## src/rtl/matmul_pkg.sv

```systemverilog
// matmul shared constants, state encoding and address helper.
// Row-major 16x16 layout: element [r][c] lives at r*N+c.
package matmul_pkg;

    localparam int N      = 16;
    localparam int DATA_W = 32;
    localparam int ADDR_W = 8;
    localparam int IDX_W  = 4;

    typedef enum logic [2:0] {
        IDLE,
        ISSUE,
        DRAIN,
        WRITE,
        DONE
    } state_t;

    typedef logic [IDX_W-1:0] idx_t;

    function automatic logic [ADDR_W-1:0] addr_of(
        input idx_t row,
        input idx_t col
    );
        return ADDR_W'(row) * ADDR_W'(N) + ADDR_W'(col);
    endfunction

endpackage

```

## src/rtl/matmul_mac.sv

```systemverilog
// matmul multiply-accumulate: 32-bit product and sum, both modulo 2^32.
// clr wins over en; the accumulator is the C write data.
import matmul_pkg::*;

module matmul_mac (
    input  logic              clk,
    input  logic              rst,
    input  logic              clr,
    input  logic              en,
    input  logic [DATA_W-1:0] a,
    input  logic [DATA_W-1:0] b,
    output logic [DATA_W-1:0] acc
);

    logic [DATA_W-1:0] prod;

    assign prod = a * b;

    // clear at element start, otherwise add the returned product
    always_ff @(posedge clk) begin
        if (!rst) begin
            acc <= '0;
        end else if (clr) begin
            acc <= '0;
        end else if (en) begin
            acc <= acc + prod;
        end
    end

endmodule

```

## src/rtl/matmul.sv

```systemverilog
// matmul top: FSM, i/j/k counters and registered memory ports.
// One MAC per cycle; 18 cycles per C element, 4609 cycles per run.
import matmul_pkg::*;

module matmul (
    input  logic              clk,
    input  logic              rst,
    input  logic              t,
    output logic [ADDR_W-1:0] Ai_p0_addr_data,
    output logic              Ai_p0_addr_en,
    output logic              Ai_p0_rd_en,
    input  logic [DATA_W-1:0] Ai_p0_rd_data,
    output logic [ADDR_W-1:0] Bi_p0_addr_data,
    output logic              Bi_p0_addr_en,
    output logic              Bi_p0_rd_en,
    input  logic [DATA_W-1:0] Bi_p0_rd_data,
    output logic [ADDR_W-1:0] Co_p0_addr_data,
    output logic              Co_p0_addr_en,
    output logic              Co_p0_wr_en,
    output logic [DATA_W-1:0] Co_p0_wr_data,
    output logic              done
);

    localparam idx_t LAST = idx_t'(N - 1);

    state_t state, state_n;
    idx_t   i, j, k;
    idx_t   i_n, j_n, k_n;
    logic   rd_q;

    logic              rd_en_n;
    logic              wr_en_n;
    logic              done_n;
    logic [ADDR_W-1:0] a_addr_n;
    logic [ADDR_W-1:0] b_addr_n;
    logic [ADDR_W-1:0] c_addr_n;

    logic mac_clr;

    // state and loop counters
    always_ff @(posedge clk) begin
        if (!rst) begin
            state <= IDLE;
            i     <= '0;
            j     <= '0;
            k     <= '0;
        end else begin
            state <= state_n;
            i     <= i_n;
            j     <= j_n;
            k     <= k_n;
        end
    end

    // next state and counter advance; i/j wrap to 0 after (15,15)
    always_comb begin
        state_n = state;
        i_n     = i;
        j_n     = j;
        k_n     = k;
        unique case (state)
            IDLE: begin
                if (t) begin
                    state_n = ISSUE;
                    k_n     = '0;
                end
            end
            ISSUE: begin
                if (k == LAST) begin
                    state_n = DRAIN;
                    k_n     = '0;
                end else begin
                    k_n = k + 1'b1;
                end
            end
            DRAIN: begin
                state_n = WRITE;
            end
            WRITE: begin
                j_n = j + 1'b1;
                if (j == LAST) begin
                    i_n = i + 1'b1;
                end
                if (i == LAST && j == LAST) begin
                    state_n = DONE;
                end else begin
                    state_n = ISSUE;
                end
            end
            DONE: begin
                state_n = IDLE;
            end
            default: begin
                state_n = IDLE;
            end
        endcase
    end

    // port values for the coming cycle, so every port is a flop output
    always_comb begin
        rd_en_n  = (state_n == ISSUE);
        wr_en_n  = (state_n == WRITE);
        done_n   = (state_n == DONE);
        a_addr_n = addr_of(i_n, k_n);
        b_addr_n = addr_of(k_n, j_n);
        c_addr_n = addr_of(i_n, j_n);
    end

    // port registers; rd_q marks the cycle where read data is valid
    always_ff @(posedge clk) begin
        if (!rst) begin
            Ai_p0_rd_en     <= 1'b0;
            Bi_p0_rd_en     <= 1'b0;
            Ai_p0_addr_data <= '0;
            Bi_p0_addr_data <= '0;
            Co_p0_wr_en     <= 1'b0;
            Co_p0_addr_data <= '0;
            done            <= 1'b0;
            rd_q            <= 1'b0;
        end else begin
            Ai_p0_rd_en     <= rd_en_n;
            Bi_p0_rd_en     <= rd_en_n;
            Ai_p0_addr_data <= a_addr_n;
            Bi_p0_addr_data <= b_addr_n;
            Co_p0_wr_en     <= wr_en_n;
            Co_p0_addr_data <= c_addr_n;
            done            <= done_n;
            rd_q            <= Ai_p0_rd_en;
        end
    end

    assign Ai_p0_addr_en = Ai_p0_rd_en;
    assign Bi_p0_addr_en = Bi_p0_rd_en;
    assign Co_p0_addr_en = Co_p0_wr_en;

    assign mac_clr = (state == ISSUE) && (k == '0);

    matmul_mac u_mac (
        .clk (clk),
        .rst (rst),
        .clr (mac_clr),
        .en  (rd_q),
        .a   (Ai_p0_rd_data),
        .b   (Bi_p0_rd_data),
        .acc (Co_p0_wr_data)
    );

endmodule

```

## config.mk

```make
export PLATFORM = sky130hd
export DESIGN_NAME = matmul
export DESIGN_NICKNAME = d
export VERILOG_FILES = /design/src/rtl/matmul_pkg.sv /design/src/rtl/matmul_mac.sv /design/src/rtl/matmul.sv
export SDC_FILE = /design/constraint.sdc
export NUM_CORES = 1
export LEC_CHECK = 0
export CAP_MARGIN = 25
export CORE_ASPECT_RATIO = 0.6
export CORE_MARGIN = 5
export CORE_UTILIZATION = 55
export DETAILED_ROUTE_END_ITERATION = 7
export PLACE_DENSITY = 0.83
export SETUP_SLACK_MARGIN = 0.2
export SYNTH_ARGS = -nofsm -noshare
export SYNTH_HDL_FRONTEND = slang
export SYNTH_SLANG_ARGS = --single-unit
```

## constraint.sdc

```tcl
create_clock -name clk -period 11.9 [get_ports clk]
set_clock_uncertainty 0.1 [all_clocks]
set_input_delay 2.38 -clock clk [delete_from_list [all_inputs] [get_ports clk]]
set_output_delay 2.38 -clock clk [all_outputs]
set_load 0.05 [all_outputs]
```

* Word level (Yosys, flattened, before mapping)
Index checks and enable logic that the tools add are counted.
** Operators by class
- Add/subtract/negate cells :: 7
- $mul :: 1
- Equal/unequal tests :: 9
- Muxes and demuxes :: 10
- Bitwise gates (word level) :: 1
- Reduce and logical (&&, ||, !) cells :: 5
** Operator list (count)
- 32-bit adder :: 1
- 32-bit by 32-bit multiplier with 32-bit output :: 1
- 8-bit by 4-bit adder with 8-bit output :: 3
- 4-bit 2-to-1 mux :: 5
- 4-bit by 1-bit adder with 4-bit output (second input constant) :: 3
- 4-bit == test (second input constant) :: 3
- 3-bit case mux with 4 select lines :: 1
- 3-bit by 2-bit == test with 1-bit output (second input constant) :: 3
- 3-bit 2-to-1 mux :: 3
- 4-bit case mux with 2 select lines :: 1
- 3-bit by 1-bit == test with 1-bit output (second input constant) :: 2
- 4-bit logical NOT :: 1
- 3-bit == test (second input constant) :: 1
- 3-bit logical NOT :: 1
- 1-bit logical AND :: 2
- 2-bit OR reduction :: 1
- 1-bit inverter :: 1
** Word-level totals
- Register bits after elaboration :: 75
- Bits of input ports :: 67
- Output and inout port bits :: 63
- Logic and storage cells :: 45

* Depth between registers and ports, before layout
Gate-level depths: netlist of the first run.
- Word-level depth :: 5
- Mapped depth :: 28
- Depth with buffers taken out :: 26

* By module
Synthesis of the first run repeated with hierarchy kept, for this count alone.
** Second synthesis, totals
- Cells, all modules :: 2085
- Area total of the unflattened synthesis :: 19000.7 µm²
** By module, submodules not included
- matmul_mac :: instances 1, cells an instance 1974, area each 17972.2 µm², sequential area each 640.6 µm²
- matmul :: instances 1, cells an instance 111, area each 1028.5 µm², sequential area each 380.4 µm²

* Least setup slack after synthesis of the first run
OpenSTA, ideal clock, no wires.
- Path kind :: input -> register
- From :: input port Bi_p0_rd_data[3]
- To :: register u_mac.acc[31]
- Library setup time :: 132 ps
- Arrival time :: 8676 ps
- Required time :: 11668 ps
- Setup slack :: 2992 ps
- Stages on the path :: 26
- Buffers on the path :: 2
- Cell sequence :: clkbuf_1 > clkbuf_1 > and2_1 > fa_1 > inv_1 > fa_1 > inv_1 > fa_1 > inv_1 > fa_1 > inv_1 > fa_1 > fa_1 > fa_1 > inv_1 > fa_1 > inv_1 > ha_1 > a21o_1 > o21a_1 > a311o_1 > a32oi_2 > a21oi_2 > a211oi_2 > xnor2_1 > a21oi_1
** Between the ends
- Cells in the longest elaborated chain, start to end :: 2
** Ends and longest elaborated chain
- start: declaration :: line matmul.sv:16 : input logic [DATA_W-1:0] Bi_p0_rd_data,
- 32-bit by 32-bit multiplier with 32-bit output :: line matmul_mac.sv:17 : assign prod = a * b;
- 32-bit adder :: line matmul_mac.sv:26 : acc <= acc + prod;
- end signal: assignment :: line matmul_mac.sv:26
- end: declaration :: line matmul_mac.sv:12 : output logic [DATA_W-1:0] acc
No other way between the ends.
A chain may end at the register's enable or synchronous reset.

* Worst setup path in the final report of the first run
- From :: input port Bi_p0_rd_data[0]
- To :: register u_mac.acc[30]
Same word-level chain as after synthesis.

==> flow_metrics.env, run 1 <==
export IMPL_synth_main_ff_cell="dfxtp_1"
export IMPL_drive_gt1_share_pct=2.13
export IMPL_post_route_period_util_pct=83.8
export IMPL_syn_inst=2110
export IMPL_yosys_warnings=0
export IMPL_grt_max_degree=49
export IMPL_cts_tree="done"
export IMPL_required_ps=11990
export IMPL_cts_resized=0
export IMPL_dr_pass1_iters=5
export IMPL_synth_edf_count=0
export IMPL_area_growth_synth_to_final_pct=9.63
export IMPL_finish_instance_area_mm2=0.0207
export IMPL_drc=0
export IMPL_syn_nets=2743
export IMPL_worst_slew_pin_slew_ps=1090
export IMPL_cp_max_fo=17
export IMPL_fmax_mhz=100
export IMPL_portBuffers=129
export IMPL_hold_viol=0
export IMPL_wire_per_inst_um=19.5
export IMPL_num_rows=52
export IMPL_yosysMostFrequentCell="inv_1"
export IMPL_cts_setup_buffers=0
export IMPL_yosys_top_cells_area="fa_1 (46%), inv_1 (10%), and2_1 (10%)"
export IMPL_relSlewSlack_pct=26.8
export IMPL_path_class="in2reg"
export IMPL_first_global_vias=15600
export IMPL_cts_max_path_buffers=2
export IMPL_syn_area_mm2=0.0189
export IMPL_cp_end_kind="flip-flop"
export IMPL_drt_total_wl_um=51000
export IMPL_start_kind="input port"
export IMPL_synth_distinct_cells=53
export IMPL_nNetsFinal=2791
export IMPL_cts_max_level=2
export IMPL_drt_iter0_markers=1353
export IMPL_synth_common_cells="inv_1 (517), fa_1 (438), and2_1 (309)"
export IMPL_grt_ovfl_total=0
export IMPL_place_congestion=0.915
export IMPL_track_usage_pct=27.1
export IMPL_async_flop_share_pct=0
export IMPL_ctsHoldBuffers=0
export IMPL_viasPerCell=5.44
export IMPL_rsz0062_at_grt="no"
export IMPL_antenna_diode_count=0
export IMPL_clock_latency_ps=300
export IMPL_critPathMaxStageDelay_ps=980
export IMPL_numCtsBuffers=5
export IMPL_placed_cell_area_mm2=0.0204
export IMPL_die_x_um=249
export IMPL_worstPathArrival_ps=10060
export IMPL_synth_seq_area_share_pct=5.41
export IMPL_hold_path_class="reg2reg"
export IMPL_maxCapViolCount=0
export IMPL_grt_pass1_wl_um=83400
export IMPL_clkSlewWorstSetupHoldPaths_ps=70
export IMPL_synth_top_area_cell="fa_1"
export IMPL_crit_path_frequent_cell="fa_1"
export IMPL_setup_tns_ps=0
export IMPL_critPathBufInv=8
export IMPL_ant_nets=0
export IMPL_crit_slowest_cell="clkdlybuf4s50_1"
export IMPL_dp_hpwl_um=42200
export IMPL_clock_sinks=51
export IMPL_synth_top_area_share_pct=46.4
export IMPL_setup_viol_count_final=0
export IMPL_fp_dieH_um=154
export IMPL_dieArea_mm2=0.0383
export IMPL_period_needed_ps=9970
export IMPL_path_delay_family="adder cells"
export IMPL_start_util_pct=55.9
export IMPL_synth_seq_cells=51
export IMPL_syn_area_per_cell_um2=8.95
export IMPL_outcome="complete, no violations"
export IMPL_vias=14200
export IMPL_ioPinCount=130
export IMPL_grt_antenna_before_repair=0
export IMPL_ctsRootBufferMaster="clkbuf_16"
export IMPL_core_area_mm2=0.0338
export IMPL_slew_viol_final=0
-- metrics by stage --
step	utilization, %	hold slack (ps)	cells	worst slack (ps)
4_1_cts	60.7	416	2609	1940
3_3_place_gp	60.3	386	2601	1770
5_1_grt	61.3	454	2618	1570
2_1_floorplan	-	439	2110	2990
6_report	61.3	418	2618	1930
3_5_place_dp	60.3	397	2601	1610
-- worst register-to-register path, stage by stage (launching register included) --
cell and delay (ps):
dfxtp_1 480, fa_1 470, fa_1 460, fa_1 520, inv_1 60, fa_1 520
inv_1 50, fa_1 490, inv_1 50, fa_1 520, inv_1 40, fa_1 470
inv_1 70, fa_1 490, inv_1 60, ha_1 370, nand4_1 160, nor2_1 210
and4_1 220, a32oi_1 100, a21oi_1 310, o211ai_2 130, and3_1 160, a211o_1 230
-- flip-flops by register name, indices dropped and copies added (netlist names) --
register         count
Bi_p0_addr_en        1
done                 1
u_mac.acc           32
j                    3
k                    3
i                    4
Bi_p0_addr_data      1
Ai_p0_addr_data      1
state                3
Co_p0_addr_en        1
rd_q                 1
-- cells in the final DEF (no fill, tap or decap), drive strengths merged, types with 22 or more instances in the layout --
| cell | n |
|---|---|
| clkdlybuf4s50 | 129 |
| and2 | 309 |
| a21oi | 32 |
| o21ai | 25 |
| ha | 128 |
| nand2 | 238 |
| nor2 | 48 |
| mux2i | 22 |
| xnor2 | 64 |
| inv | 519 |
| fa | 438 |
| dfxtp | 51 |
| buf | 23 |
-- per-layer routing --
| layer | GRT usage, % | vias up | share of wire, % |
|---|---|---|---|
| li1 | - | 6165 | - |
| met1 | 39.3 | 7174 | 42 |
| met2 | 41.5 | 794 | 45 |
| met3 | 7.16 | 108 | 11 |
| met4 | 6.32 | 0 | 2.5 |
| met5 | 0 | - | 0 |
-- worst paths after layout --
| check | start | to | slack (ps) | depth (start not counted) |
|---|---|---|---|---|
| worst max-delay path | Bi_p0_rd_data[0] | u_mac.acc[30]$_SDFFE_PP0P_ | 1930 | 26 |
| worst min register to register | u_mac.acc[28]$_SDFFE_PP0P_ | u_mac.acc[28]$_SDFFE_PP0P_ | 420 | 2 |
| worst max register to register | u_mac.acc[17]$_SDFFE_PP0P_ | u_mac.acc[30]$_SDFFE_PP0P_ | 5030 | 23 |
| worst min-delay path | u_mac.acc[28]$_SDFFE_PP0P_ | u_mac.acc[28]$_SDFFE_PP0P_ | 420 | 2 |
-- layout make-up --
cell class                      instances  area (um^2)
Fill cell                            2768        13100
Clock inverter                          3         22.5
Multi-Input combinational cell       1430        15400
Clock buffer                            5          125
Inverter                              517         1940
Sequential cell                        51         1020
Tap cell                              459          574
Timing Repair Buffer                  153         1600
-- logic make-up (layout without fill, tap and decap cells) --
kind of cell               after synthesis  in the layout  synth area share [%]
and+or+nand+nor                        650            650                  17.8
buffers and inverters                  629            678                  13.0
adders and majority gates              566            566                  54.9
AOI/OAI and AO/OA                      105            105                  3.63
xor gates and xnor gates                86             86                  4.10
DFF                                     51             51                  5.41
muxes                                   23             23                  1.23
Power of run 1 is left out: the tool's default activity adds up to more than one toggle a clock period on the data nets, which glitch-free logic cannot reach.
==> run 2, diff against run 1 <==
==> constraint.sdc (replaced) <==
create_clock -name clk -period 10.4 [get_ports clk]
set_clock_uncertainty 0.1 [all_clocks]
set_input_delay 2.08 -clock clk [delete_from_list [all_inputs] [get_ports clk]]
set_output_delay 2.08 -clock clk [all_outputs]
set_load 0.05 [all_outputs]
==> flow_metrics.env, run 2 (synthesis gave the netlist of run 1 again) <==
export IMPL_outcome="complete, no violations"
export IMPL_biggestRegsByFlops="u_mac.acc: 32 flops, i: 4 flops"
export IMPL_regMostFlops="u_mac.acc"
export IMPL_period_needed_ps=9630
export IMPL_grt_antenna_before_repair=0
export IMPL_fp_dieH_um=154
export IMPL_portBuffers=129
export IMPL_maxCapViolCount=0
export IMPL_hold_viol=0
export IMPL_grt_use_met3_pct=8.64
export IMPL_drt_iter0_markers=1236
export IMPL_cts_setup_buffers=0
export IMPL_setup_tns_ps=0
export IMPL_regArea_mm2=0.00102
export IMPL_area_growth_synth_to_final_pct=9.86
export IMPL_first_global_vias=15600
export IMPL_grt_use_met2_pct=41.3
export IMPL_path_class="in2reg"
export IMPL_rsz0062_at_grt="no"
export IMPL_grt_busiest_layer="met2"
export IMPL_final_common_cell="inv_1"
export IMPL_ctsRootBufferMaster="clkbuf_16"
export IMPL_die_x_um=249
export IMPL_fmax_mhz=104
export IMPL_vias=14200
export IMPL_dr_pass1_iters=5
export IMPL_grt_use_met1_pct=39.5
export IMPL_drc=0
export IMPL_wire_per_inst_um=19.3
export IMPL_viasPerCell=5.38
export IMPL_dieArea_mm2=0.0383
export IMPL_clkSlewWorstSetupHoldPaths_ps=70
export IMPL_dp_hpwl_um=44100
export IMPL_cts_max_path_buffers=2
export IMPL_setup_viol_count_final=0
export IMPL_cp_max_fo=15
export IMPL_grt_max_degree=49
export IMPL_worst_slew_pin_slew_ps=1030
export IMPL_numCtsBuffers=5
export IMPL_required_ps=10490
export IMPL_num_rows=52
export IMPL_mostFrequentLayoutCells="inv_1 (517), fa_1 (438), and2_1 (309), nand2_1 (237), clkdlybuf4s50_1 (129)"
export IMPL_worstPathArrival_ps=9720
export IMPL_hold_path_class="reg2reg"
export IMPL_drive_gt1_share_pct=3.07
export IMPL_antenna_diode_count=0
export IMPL_drt_total_wl_um=51000
export IMPL_largest_reg_flops=32
export IMPL_nNetsFinal=2812
export IMPL_post_route_period_util_pct=92.6
export IMPL_slew_viol_final=0
export IMPL_clock_sinks=51
export IMPL_cts_tree="done"
export IMPL_ant_nets=0
export IMPL_multi_input_area_mm2=0.0154
export IMPL_grt_ovfl_total=0
export IMPL_cp_end_kind="flip-flop"
export IMPL_grt_pass1_wl_um=84000
export IMPL_ctsHoldBuffers=0
export IMPL_fillCellCount=2765
export IMPL_clock_latency_ps=300
export IMPL_track_usage_pct=27.4
export IMPL_start_util_pct=55.9
export IMPL_cts_max_level=2
export IMPL_start_kind="input port"
export IMPL_cts_resized=0
export IMPL_core_area_mm2=0.0338
export IMPL_ioPinCount=130
export IMPL_place_congestion=0.988
export IMPL_relSlewSlack_pct=31.2
-- run 2: changes by cell type in the layout (fill, tap and decap cells not counted), sizes merged --
cell,change
inv,-1
buf,+22
clkbuf,-1
clkinv,+1
-- run 2: per-stage QoR --
step	util, %	cells	setup WS, ps	instance area (um^2)	hold WS (ps)
2_1_floorplan	-	2110	1790	18900	439
3_3_place_gp	60.9	2629	696	20600	410
3_5_place_dp	60.9	2630	540	20600	420
4_1_cts	61.4	2638	848	20700	430
5_1_grt	61.4	2639	430	20700	475
6_report	61.4	2639	769	20700	427
-- run 2: metal layers --
metal	routed length, um	part of all wire (%)	vias up
li1	-	-	6213
met1	21500	42	7166
met2	22100	43	712
met3	5990	12	97
met4	1400	2.7	0
met5	0	0	-
-- run 2: final cells by class --
| class | count | share of cell area [%] |
|---|---|---|
| flip-flops and latches | 51 | 4.93 |
| inverters | 517 | 9.35 |
| clock buffers | 5 | 0.603 |
| well taps | 459 | 2.77 |
| repair buffers | 174 | 7.91 |
| multi-input cells | 1430 | 74.3 |
| clock inverters | 3 | 0.109 |
-- run 2: worst max-delay path, cell delays in order --
cell             delay (ps)
clkdlybuf4s50_1         790
buf_4                   360
and2_1                  160
fa_1                    530
inv_1                    50
fa_1                    480
inv_1                    50
fa_1                    500
inv_1                    70
fa_1                    540
inv_1                    60
fa_1                    480
fa_1                    500
fa_1                    490
inv_1                    50
fa_1                    470
inv_1                    40
ha_1                    360
nand3_1                 110
nor2_1                  290
and4_1                  230
a32oi_1                 120
a21oi_1                 380
o211ai_2                140
and3_1                  160
a211o_1                 230
-- run 2: final timing paths --
check	to	from	slack [ps]	cells past startpoint
min reg2reg	u_mac.acc[5]$_SDFFE_PP0P_	u_mac.acc[5]$_SDFFE_PP0P_	430	2
max reg2reg	u_mac.acc[30]$_SDFFE_PP0P_	u_mac.acc[21]$_SDFFE_PP0P_	3330	23
min	u_mac.acc[5]$_SDFFE_PP0P_	u_mac.acc[5]$_SDFFE_PP0P_	430	2
max	u_mac.acc[30]$_SDFFE_PP0P_	Bi_p0_rd_data[2]	770	26
Power of run 2 is left out for the same reason.
==> run 3, diff against run 2 <==
--- a/config.mk
+++ b/config.mk
@@ -6,11 +6,15 @@
 export NUM_CORES = 1
 export LEC_CHECK = 0
 export CAP_MARGIN = 25
+export CELL_PAD_IN_SITES_DETAIL_PLACEMENT = 1
+export CELL_PAD_IN_SITES_GLOBAL_PLACEMENT = 1
 export CORE_ASPECT_RATIO = 0.6
 export CORE_MARGIN = 5
-export CORE_UTILIZATION = 55
+export CORE_UTILIZATION = 48
+export CTS_CLUSTER_SIZE = 28
 export DETAILED_ROUTE_END_ITERATION = 7
-export PLACE_DENSITY = 0.83
+export GPL_TIMING_DRIVEN = 0
+export PLACE_DENSITY = 0.92
 export SETUP_SLACK_MARGIN = 0.2
 export SYNTH_ARGS = -nofsm -noshare
 export SYNTH_HDL_FRONTEND = slang
==> flow_metrics.env, run 3 (synthesis gave the netlist of run 1 again) <==
export IMPL_worstHoldStart="u_mac.acc[28]$_SDFFE_PP0P_"
export IMPL_relSlewSlack_pct=40.1
export IMPL_portBuffers=122
export IMPL_dpl_worst_slack_ps=-244
export IMPL_post_route_util_pct=53.8
export IMPL_regMostFlops="u_mac.acc"
export IMPL_ioPinCount=130
export IMPL_slew_viol_final=0
export IMPL_die_x_um=266
export IMPL_cp_max_fo=10
export IMPL_core_area_mm2=0.0390
export IMPL_crit_start="Ai_p0_rd_data[15]"
export IMPL_grt_antenna_before_repair=3
export IMPL_hold_viol=0
export IMPL_num_rows=56
export IMPL_rrSetupSlack_ps=3000
export IMPL_layout_setup_ws_ps=269
export IMPL_dieArea_mm2=0.0435
export IMPL_nNetsFinal=2872
export IMPL_largest_reg_flops=32
export IMPL_start_kind="input port"
export IMPL_cp_end_kind="flip-flop"
export IMPL_drive_gt1_share_pct=3.26
export IMPL_worst_slew_pin_slew_ps=899
export IMPL_cts_max_path_buffers=2
export IMPL_start_util_pct=48.5
export IMPL_wire_per_inst_um=25.0
export IMPL_first_global_vias=17800
export IMPL_clock_latency_ps=310
export IMPL_grt_pass1_wl_um=106000
export IMPL_hold_ws_ps=415
export IMPL_whs_endpoint="u_mac.acc[28]$_SDFFE_PP0P_"
export IMPL_required_ps=10470
export IMPL_area_growth_synth_to_final_pct=11.0
export IMPL_drc=0
export IMPL_worstPathArrival_ps=10200
export IMPL_drt_total_wl_um=69300
export IMPL_mostFrequentLayoutCells="inv_1 (517), fa_1 (438), and2_1 (309), nand2_1 (237), ha_1 (128)"
export IMPL_grt_max_degree=19
export IMPL_period_needed_ps=10130
export IMPL_grt_use_met1_pct=42.7
export IMPL_holdPathStages=2
export IMPL_grt_use_met3_pct=12.7
export IMPL_drt_iter0_markers=1372
export IMPL_ctsHoldBuffers=0
export IMPL_dr_pass1_iters=5
export IMPL_ctsRootBufferMaster="clkbuf_16"
export IMPL_grt_use_met2_pct=50.8
export IMPL_numCtsBuffers=5
export IMPL_track_usage_pct=32.6
export IMPL_grt_busiest_layer="met2"
export IMPL_grt_ovfl_total=0
export IMPL_dp_hpwl_um=61500
export IMPL_vias=15300
export IMPL_post_route_period_util_pct=97.4
export IMPL_cts_tree="done"
export IMPL_viasPerCell=5.52
export IMPL_reg2reg_to="u_mac.acc[27]$_SDFFE_PP0P_"
export IMPL_place_congestion=1.00
export IMPL_final_common_cell="inv_1"
export IMPL_path_class="in2reg"
export IMPL_maxCapViolCount=0
export IMPL_cts_max_level=2
export IMPL_fp_dieH_um=164
export IMPL_ant_nets=0
export IMPL_clock_sinks=51
export IMPL_clkSlewWorstSetupHoldPaths_ps=80
export IMPL_hold_path_class="reg2reg"
export IMPL_outcome="complete, no violations"
export IMPL_r2r_cells=23
export IMPL_biggestRegsByFlops="u_mac.acc: 32 flops, i: 4 flops"
export IMPL_fmax_mhz=98.7
export IMPL_setup_viol_count_final=0
export IMPL_reg2reg_from="u_mac.acc[23]$_SDFFE_PP0P_"
export IMPL_cts_setup_buffers=0
export IMPL_rsz0062_at_grt="no"
-- run 3: cell count changes in the layout (fill, tap and decap cells not counted), moves of 2 or more --
| cell | delta |
|---|---|
| buf_2 | +6 |
| clkdlybuf4s50_1 | -8 |
| diode_2 | +4 |
| buf_6 | +2 |
| clkbuf_2 | +27 |
| buf_4 | -27 |
| clkbuf_1 | +59 |
-- run 3: worst max-delay path, cell delays in order --
cell             delay [ps]
clkdlybuf4s50_1         900
clkbuf_2                440
and2_1                  210
fa_1                    440
fa_1                    470
fa_1                    550
inv_1                    90
fa_1                    530
inv_1                    50
fa_1                    500
inv_1                    60
fa_1                    540
inv_1                    50
fa_1                    470
inv_1                    90
fa_1                    500
inv_1                    50
ha_1                    360
a21oi_1                 180
o21ai_0                 130
a311o_1                 440
a32oi_2                 340
a21boi_0                240
nor3_1                  220
nand3b_1                170
a21oi_1                  90
-- run 3: cell type report --
class,count,area [um^2]
buffer,112,541
clock inverter,3,27.5
antenna,4,10.0
multi-input combinational,1430,15400
inverter,517,1940
clock buffer,5,125
sequential,51,1020
fill,4569,18000
tap,522,653
timing repair buffer,122,1220
-- run 3: routing by layer --
| metal | wire, um | part of all wire (%) | vias up |
|---|---|---|---|
| met5 | 11 | 0.016 | - |
| met2 | 30900 | 45 | 871 |
| met3 | 9090 | 13 | 128 |
| met4 | 1990 | 2.9 | 2 |
| li1 | - | - | 6342 |
| met1 | 27300 | 39 | 7915 |
-- run 3: how the worst max path moves through the flow --
stage | end | slack (ps) | depth (start not counted)
floorplan | u_mac.acc[31]$_SDFFE_PP0P_ | 1790 | 26
global placement | u_mac.acc[31]$_SDFFE_PP0P_ | -100 | 27
detailed placement | u_mac.acc[30]$_SDFFE_PP0P_ | -240 | 26
CTS | u_mac.acc[30]$_SDFFE_PP0P_ | 200 | 27
global route | u_mac.acc[27]$_SDFFE_PP0P_ | 210 | 27
finish | u_mac.acc[27]$_SDFFE_PP0P_ | 270 | 26
-- run 3: repair_timing --
| item | in CTS | in global routing |
|---|---|---|
| gates resized for setup | 3 | 54 |
| setup endpoints to repair | 6 | 7 |
| pin swaps | 0 | 0 |
-- run 3: per-stage QoR --
stage | area, um^2 | cells | setup TNS (ps)
after floorplan | 18900 | 2110 | 0
after global placement | 20800 | 2754 | -384
after detailed placement | 20800 | 2754 | -1140
after CTS | 20900 | 2762 | 0
after global routing | 21000 | 2762 | 0
final | 21000 | 2766 | 0
Power of run 3 is left out for the same reason.
